**config.mk**
```make
export PLATFORM = sky130hd
export DESIGN_NAME = adder_tree_2stage_arbiter
export DESIGN_NICKNAME = d
export VERILOG_FILES = /design/src/rtl/adder_tree_2stage_arbiter.sv
export SDC_FILE = /design/constraint.sdc
export NUM_CORES = 1
export LEC_CHECK = 0
export CAP_MARGIN = 20
export CORE_UTILIZATION = 30
export DETAILED_ROUTE_END_ITERATION = 8
export PLACE_DENSITY = 0.62
export SYNTH_ARGS = -nofsm -noshare
export SYNTH_HDL_FRONTEND = slang
export SYNTH_SLANG_ARGS = --single-unit
```
**constraint.sdc**
```tcl
create_clock -name clk -period 5.4 [get_ports clk]
set_input_delay 0.54 -clock clk [delete_from_list [all_inputs] [get_ports clk]]
set_output_delay 0.54 -clock clk [all_outputs]
set_load 0.05 [all_outputs]
```
**src/rtl/adder_tree_2stage_arbiter.sv**
```systemverilog
// rtl/adder_tree_2stage_arbiter.sv - round-robin arbiter sharing one pipelined 4-input adder tree
//
// Purpose: grants one of NREQ requesters per cycle onto an external adder tree
//   with TREE_LAT cycles of latency. Each issued operation is tagged with its
//   requester id and the sum is captured into a result FIFO. Issue is gated by
//   a credit check so the non-stallable tree can never overrun the FIFO.
// Optional: define ADDER_TREE_ARB_STATS_EN to add issue_count / stall_count.
// Ports:
//   clk, reset                 clock, synchronous active-high reset
//   req_valid / req_ready      per-requester handshake (req_ready one-hot or zero)
//   req_data                   requester i operands at [16i+15:16i], nibbles op00..op11 LSB first
//   tree_inp00..tree_inp11     operands driven to the tree in the accept cycle
//   tree_sum                   tree output, valid TREE_LAT cycles after its operands
//   res_valid/res_ready        result FIFO head handshake
//   res_sum, res_id            head entry: sum and issuing requester
//   issue_count, stall_count   (optional) saturating accept / credit-stall counters
module adder_tree_2stage_arbiter #(
  parameter int NREQ       = 4,
  parameter int FIFO_DEPTH = 4,
  parameter int TREE_LAT   = 2,
  parameter int IDW        = $clog2(NREQ)
) (
  input  logic                 clk,
  input  logic                 reset,
  input  logic [NREQ-1:0]      req_valid,
  output logic [NREQ-1:0]      req_ready,
  input  logic [NREQ*16-1:0]   req_data,
  output logic [3:0]           tree_inp00,
  output logic [3:0]           tree_inp01,
  output logic [3:0]           tree_inp10,
  output logic [3:0]           tree_inp11,
  input  logic [7:0]           tree_sum,
  output logic                 res_valid,
  input  logic                 res_ready,
  output logic [7:0]           res_sum,
  output logic [IDW-1:0]       res_id
`ifdef ADDER_TREE_ARB_STATS_EN
  ,
  output logic [15:0]          issue_count,
  output logic [15:0]          stall_count
`endif
);

  localparam int AW = $clog2(FIFO_DEPTH);
  localparam int CW = AW + 1;

  logic [IDW-1:0]      rr_ptr_q, rr_ptr_d;
  logic [TREE_LAT-1:0] tag_vld_q, tag_vld_d;
  logic [IDW-1:0]      tag_id_q [TREE_LAT];
  logic [IDW-1:0]      tag_id_d [TREE_LAT];
  logic [AW-1:0]       wr_ptr_q, wr_ptr_d, rd_ptr_q, rd_ptr_d;
  logic [CW-1:0]       count_q, count_d;
  logic [7:0]          mem_sum_q [FIFO_DEPTH];
  logic [7:0]          mem_sum_d [FIFO_DEPTH];
  logic [IDW-1:0]      mem_id_q [FIFO_DEPTH];
  logic [IDW-1:0]      mem_id_d [FIFO_DEPTH];

  int                  inflight;
  int                  idx;
  logic                can_issue;
  logic                grant_vld;
  logic [IDW-1:0]      grant_idx;
  logic [15:0]         ops;
  logic                push, pop;

  // Arbitration and credit check. Every tagged op already in the tree holds a
  // FIFO slot; pops this cycle are deliberately not credited.
  always_comb begin
    inflight  = 0;
    idx       = 0;
    grant_vld = 1'b0;
    grant_idx = '0;
    for (int k = 0; k < TREE_LAT; k++) begin
      inflight = inflight + int'(tag_vld_q[k]);
    end
    can_issue = (int'(count_q) + inflight) < FIFO_DEPTH;
    for (int k = 0; k < NREQ; k++) begin
      idx = int'(rr_ptr_q) + k;
      if (idx >= NREQ) idx = idx - NREQ;
      if (!grant_vld && req_valid[idx]) begin
        grant_vld = 1'b1;
        grant_idx = IDW'(idx);
      end
    end
    if (!can_issue || reset) grant_vld = 1'b0;
    req_ready  = grant_vld ? (NREQ'(1) << grant_idx) : '0;
    ops        = grant_vld ? req_data[16*int'(grant_idx) +: 16] : 16'h0;
    tree_inp00 = ops[3:0];
    tree_inp01 = ops[7:4];
    tree_inp10 = ops[11:8];
    tree_inp11 = ops[15:12];
  end

  // grant_vld implies the granted requester's valid is high, so it is the accept.
  always_comb begin
    rr_ptr_d = rr_ptr_q;
    if (grant_vld) begin
      rr_ptr_d = (grant_idx == IDW'(NREQ - 1)) ? '0 : grant_idx + 1'b1;
    end
    tag_vld_d    = tag_vld_q;
    tag_id_d     = tag_id_q;
    tag_vld_d[0] = grant_vld;
    tag_id_d[0]  = grant_idx;
    for (int k = 1; k < TREE_LAT; k++) begin
      tag_vld_d[k] = tag_vld_q[k-1];
      tag_id_d[k]  = tag_id_q[k-1];
    end
  end

  // Result FIFO: the last tag stage lines up with tree_sum for the same op.
  assign push      = tag_vld_q[TREE_LAT-1];
  assign res_valid = (count_q != '0);
  assign pop       = res_valid & res_ready;
  assign res_sum   = mem_sum_q[rd_ptr_q];
  assign res_id    = mem_id_q[rd_ptr_q];

  always_comb begin
    mem_sum_d = mem_sum_q;
    mem_id_d  = mem_id_q;
    wr_ptr_d  = wr_ptr_q;
    rd_ptr_d  = rd_ptr_q;
    count_d   = count_q;
    if (push) begin
      mem_sum_d[wr_ptr_q] = tree_sum;
      mem_id_d[wr_ptr_q]  = tag_id_q[TREE_LAT-1];
      wr_ptr_d            = wr_ptr_q + AW'(1);
    end
    if (pop) rd_ptr_d = rd_ptr_q + AW'(1);
    case ({push, pop})
      2'b10:   count_d = count_q + CW'(1);
      2'b01:   count_d = count_q - CW'(1);
      default: count_d = count_q;
    endcase
  end

  always_ff @(posedge clk) begin
    if (reset) begin
      rr_ptr_q  <= '0;
      tag_vld_q <= '0;
      wr_ptr_q  <= '0;
      rd_ptr_q  <= '0;
      count_q   <= '0;
      for (int k = 0; k < TREE_LAT; k++) tag_id_q[k] <= '0;
      for (int k = 0; k < FIFO_DEPTH; k++) begin
        mem_sum_q[k] <= '0;
        mem_id_q[k]  <= '0;
      end
    end else begin
      rr_ptr_q  <= rr_ptr_d;
      tag_vld_q <= tag_vld_d;
      tag_id_q  <= tag_id_d;
      wr_ptr_q  <= wr_ptr_d;
      rd_ptr_q  <= rd_ptr_d;
      count_q   <= count_d;
      mem_sum_q <= mem_sum_d;
      mem_id_q  <= mem_id_d;
    end
  end

`ifdef ADDER_TREE_ARB_STATS_EN
  logic [15:0] issue_cnt_q, issue_cnt_d;
  logic [15:0] stall_cnt_q, stall_cnt_d;

  always_comb begin
    issue_cnt_d = issue_cnt_q;
    stall_cnt_d = stall_cnt_q;
    if (grant_vld && issue_cnt_q != 16'hFFFF) issue_cnt_d = issue_cnt_q + 16'd1;
    if ((|req_valid) && !can_issue && stall_cnt_q != 16'hFFFF) stall_cnt_d = stall_cnt_q + 16'd1;
  end

  always_ff @(posedge clk) begin
    if (reset) begin
      issue_cnt_q <= '0;
      stall_cnt_q <= '0;
    end else begin
      issue_cnt_q <= issue_cnt_d;
      stall_cnt_q <= stall_cnt_d;
    end
  end

  assign issue_count = issue_cnt_q;
  assign stall_count = stall_cnt_q;
`endif

endmodule

```
# ---- Yosys cells after proc, flatten, opt, wreduce, memory -nomap -nowiden
# Index checks and enable logic that the tools add are counted.
dict set report word_totals {
  reg_bits 55
  in_bits 79
  output_inout_bits 31
}
dict set report op_classes {
  n_addsub 14
  magnitude_cmp 12
  eq_ne 3
  n_shift 2
  n_mux 41
  bitwise_logic 3
  n_reduce_logical 11
}
# operator n
set op_table {}
lappend op_table {{$lt A32 B4 Y1 const B} 4}
lappend op_table {{$mux W32} 4}
lappend op_table {{$shiftx A64 B7 Y16} 1}
lappend op_table {{$bwmux W32} 1}
lappend op_table {{$mux W8} 3}
lappend op_table {{$bmux W8 S2} 1}
lappend op_table {{$demux W8 S2} 1}
lappend op_table {{$mux W16} 1}
lappend op_table {{$mux W2} 8}
lappend op_table {{$ge A3 B3 Y1 const B} 5}
lappend op_table {{$mux W1} 13}
lappend op_table {{$sub A3 B3 Y4 const B} 3}
lappend op_table {{$bmux W1 S2} 4}
lappend op_table {{$bwmux W8} 1}
lappend op_table {{$add A2 B1 Y2 const B} 3}
lappend op_table {{$add A2 B2 Y3 const B} 2}
lappend op_table {{$not A2 Y3} 2}
lappend op_table {{$pmux W3 S2} 1}
lappend op_table {{$add A3 B2 Y4} 1}
lappend op_table {{$bmux W2 S2} 1}
lappend op_table {{$demux W2 S2} 1}
lappend op_table {{$eq A2 B2 Y1 const B} 2}
lappend op_table {{$logic_and A1 B1 Y1} 4}
lappend op_table {{$logic_not A1 Y1} 4}
lappend op_table {{other kinds (15)} 15}

# ---- Longest topological paths before layout
dict set report depth {
  ltp_word 17
  mapped_depth 8
  ltp_nobuf 8
}

# ---- Least setup slack after synthesis
# OpenSTA, ideal clock, no wires.
dict set report synth_timing {
  kind {register to output}
  from {reg count_q[0]}
  to {out tree_inp01[0]}
  t_arrival_ns 2.477
  t_required_ns 4.860
  setup_slack_ns 2.383
  path_stages_with_launch 7
  n_path_buf 1
  cell_sequence {dfxtp_1 -> ha_1 -> a21o_1 -> a2111oi_4 -> nand2_1 -> buf_6 -> o22ai_1}
}
dict set report synth_via {
  elab_chain_len 6
}
# item line_no
set synth_rtl {}
lappend synth_rtl {{start: declaration} 52} ;# logic [CW-1:0] count_q, count_d;
lappend synth_rtl {{start signal: assignment} 154} ;# count_q <= count_d;
lappend synth_rtl {{$add A3 B2 Y4} 76} ;# can_issue = (int'(count_q) + inflight) < FIFO_DEPTH;
lappend synth_rtl {{$lt A4 B3 Y1} 76}
lappend synth_rtl {{$logic_not A1 Y1} 85} ;# if (!can_issue || reset) grant_vld = 1'b0;
lappend synth_rtl {{$logic_or A1 B1 Y1} 85}
lappend synth_rtl {{$mux W1} 85}
lappend synth_rtl {{$mux W16} 87} ;# ops = grant_vld ? req_data[16*int'(grant_idx) +: 16] : 16'h0;
lappend synth_rtl {{end: declaration} 29} ;# output logic [3:0] tree_inp01,
# No other way between the ends.

# ---- Final worst setup path
dict set report layout_timing {
  from {in req_valid[2]}
  to {out tree_inp11[3]}
}
dict set report layout_via {
  elab_chain_len 15
  elab_cells_between_ends 29
  cone_classes {1 x shift; 22 x mux; 6 x reduce/logical}
}
# item line_no
set layout_rtl {}
lappend layout_rtl {{start: declaration} 25} ;# input logic [NREQ-1:0] req_valid,
lappend layout_rtl {{$bmux W1 S2} 80} ;# if (!grant_vld && req_valid[idx]) begin
lappend layout_rtl {{$mux W1 (implied by the code) (2 in a row)} 80}
lappend layout_rtl {{$mux W1} 80}
lappend layout_rtl {{$logic_not A1 Y1} 80}
lappend layout_rtl {{$logic_and A1 B1 Y1} 80}
lappend layout_rtl {{$mux W1} 80}
lappend layout_rtl {{$logic_not A1 Y1} 80}
lappend layout_rtl {{$logic_and A1 B1 Y1} 80}
lappend layout_rtl {{$mux W1} 80}
lappend layout_rtl {{$logic_not A1 Y1} 80}
lappend layout_rtl {{$logic_and A1 B1 Y1} 80}
lappend layout_rtl {{$mux W2 / $mux W1 (equally long branches)} 80}
lappend layout_rtl {{$shiftx A64 B7 Y16 / $mux W1 (equally long branches)} {87, 85}}
lappend layout_rtl {{$mux W16 (*)} 87}
lappend layout_rtl {{end: declaration} 31} ;# output logic [3:0] tree_inp11,
# Mark *: on every way between the ends. The rest lies on a longest branch, timed or not. The select of a mux whose other input is x is not followed.

==> flow_summary.yaml <==
grt:
  grt_start_max_net_pins: 56
  grt_remaining_overflow: 0
  grt_use_total_pct: 16.1
  grt_antenna_before_repair: 0
  grt_pass1_vias: 2741
  grt_pass1_wl_mm: 12.7
floorplan:
  start_util_pct: 31.1
  core_sq_um: 9280
  rows: 35
  chipHeight_microns: 100
  dieArea_sq_um: 10000
  ioPinCount: 110
  die_w_microns: 100
cts:
  numCtsBuffers: 5
  insertion_delay_ns: 0.31
  hold_buffers: 0
  clock_path_buffers: 2
  cts_tree: "done"
  cts_root_buf: "clkbuf_8"
  cts_setup_buffers: 0
  clock_sinks: 55
  cts.reportedPaths.clkPinSlew_ns: 0.10
  ctsHtreeMaxLevel: 2
  cts_resized: 0
power_and_ir_drop:
  ir_drop_uv: 150
  pwr-share-seq_pct: 36.4
  power.density_nw_per_um2: 323
  p_int_mw: 0.786
  p_clk_share_pct: 17.0
  p_sw_share_pct: 41.0
  combPwrFrac_pct: 46.6
  switchingPower_mw: 0.546
  cellLeakagePower_nw: 1.44
status:
  run_status: "finished clean"
synthesis:
  yosysSeqAreaShare_pct: 38.2
  yosysTopAreaCell: "dfxtp_1"
  syn_nets: 421
  synth_cell_types: 30
  synth_seq_cells: 55
  synth_area_leaders: "dfxtp_1 38%, mux2i_1 12%, nand2_1 11%, mux4_2 7.8%, a21oi_1 7.5%"
  netlist_instances: 331
  ys_warn_count: 0
  synth_top_area_share_pct: 38.2
  syn_avg_cell_area_sq_um: 8.72
  netlist_area_sq_um: 2890
detailed_routing:
  antenna_left: 0
  post_drt_wl_per_cell_microns: 14.0
  firstDrtPassIters: 4
  dr.first_iter.drc_count: 81
  drc_errors: 0
  vias: 2663
  avgViaCountPerCell: 4.78
  wl_mm: 7.78
critical_path:
  r2r_start: "count_q[1]"
  critPathKind: "in2out"
  crit_path_end_kind: "output port"
  rrSetupSlack_ns: 3.28
  rr_endpoint: "count_q[2]"
  crit_start: "req_valid[2]"
  arrival_ns: 3.64
  start_kind: "input pin"
  r2r_cells: 8
  crit_required_ns: 4.86
  critPathCapture: "tree_inp11[3]"
  path_max_fanout: 35
hold_path:
  min_path_type: "reg2reg"
sta:
  fin_crit_sh_pct: 77.4
  period_minus_slack_ns: 4.18
  slew_headroom_pct: 32.8
  rsz0062_at_grt: "no"
  setup_violations: 0
  finalClockSkew_ns: 0.0117
  finalHoldViolations: 0
  clock.fmax_mhz: 239
  tightest_slew_ns: 1.01
  finalWorstSetupSlack_ns: 1.22
  fin_tns_setup_ns: 0
  drv_slew: 0
final_layout:
  num_antenna_cells: 0
  drive_gt1_share_pct: 4.91
  final_common_cell: "clkdlybuf4s50_1"
  final_cell_mix: "108 x clkdlybuf4s50_1, 86 x nand2_1, 55 x dfxtp_1"
  synthToLayoutAreaGrowth_pct: 42.8
  fin_nets: 517
placed_design:
  numPortBuffers: 109
  gp_congestion: 0.747
  post-place-ws_ns: 1.17
  hpwl_mm: 5.71
flow_run:
  drv_cap: 0
## worst min-delay path by stage
| stage | startpoint | endpoint | slack, ns | cells past startpoint |
|---|---|---|---|---|
| 2_1_floorplan | tag_id_d[0] | tag_id_q[0] | 0.41 | 1 |
| 3_3_place_gp | tag_id_d[0] | tag_id_q[0] | 0.43 | 1 |
| 3_5_place_dp | tag_id_d[1] | tag_id_q[1] | 0.43 | 1 |
| 4_1_cts | tag_id_d[1] | tag_id_q[1] | 0.46 | 1 |
| 5_1_grt | tag_id_d[1] | tag_id_q[1] | 0.46 | 1 |
| 6_report | tag_id_d[1] | tag_id_q[1] | 0.45 | 1 |
## power groups by stage
| stage | sequential, mW | clock, mW | combinational (mW) |
|---|---|---|---|
| floorplan | 0.466 | 0 | 0.447 |
| global placement | 0.494 | 0 | 0.617 |
| detailed placement | 0.495 | 0 | 0.623 |
| CTS | 0.486 | 0.234 | 0.627 |
| global route | 0.493 | 0.249 | 0.667 |
| finish | 0.485 | 0.226 | 0.621 |
## layout make-up
type | instances | area [sq um]
Fill cell | 949 | 5160
Multi-Input combinational cell | 246 | 1650
Sequential cell | 55 | 1100
Timing Repair Buffer | 109 | 1090
Tap cell | 129 | 161
Clock buffer | 5 | 68.8
Inverter | 10 | 37.5
Clock inverter | 3 | 20.0
## layer usage
layer / global-route usage, % / wire length (microns)
met1: 17.5 / 3080
met5: 0 / 0
met4: 5.57 / 149
met2: 29.9 / 3930
met3: 4.60 / 613
## synthesized netlist by cell type
cell type	count
o22ai_1	16
a21boi_0	1
nor4_1	1
nor2b_1	6
nand2_1	86
and2_1	9
fa_1	1
or3_1	2
a21o_1	1
o21ai_1	1
mux4_2	10
a21oi_1	43
buf_4	2
a22oi_1	1
nand2b_1	1
a2111oi_4	1
buf_6	2
xnor2_1	2
o32a_1	1
nor2_1	12
inv_1	10
dfxtp_1	55
buf_2	3
clkbuf_1	11
o21ai_0	3
ha_1	10
o221ai_1	1
xor2_1	3
mux2i_1	34
buf_1	2
## through the flow
step           power [mW]  util (%)  hold WS, ns  cell area (sq um)  std cells
2_1_floorplan       0.913         -        0.414               2890        331
6_report             1.33      44.4        0.447               4120        557
4_1_cts              1.35      44.4        0.456               4120        557
3_5_place_dp         1.12      43.4        0.433               4030        549
5_1_grt              1.41      44.4        0.465               4120        557
3_3_place_gp         1.11      43.4        0.430               4030        549
## sequential cells by signal, summed over array words and instances, names as in the netlist
signal	cells
tag_vld_q	2
mem_id_q	8
wr_ptr_q	2
rr_ptr_q	2
tag_id_q	2
mem_sum_q	32
tag_id_d	2
count_q	3
rd_ptr_q	2
## worst max-delay path, stage by stage
cell and delay (ns):
clkdlybuf4s50_1 0.49, nor2b_1 0.18, a21boi_0 0.19, o32a_2 0.84, mux2i_1 0.20, o22ai_1 0.32
clkdlybuf4s50_1 0.87
## cells by family (layout without fill, tap and decap cells)
logic type,after synthesis,after routing,share of synthesized area [%]
AND/OR/NAND/NOR,117,117,16.9
AO/OA/AOI/OAI,69,69,14.0
flip-flops,55,55,38.2
multiplexers,44,44,19.6
buffers and inverters,30,127,4.81
adder cells (fa/ha/maj),11,11,5.03
XOR/XNOR,5,5,1.52
Note: power is estimated with default switching activity, not from simulation.
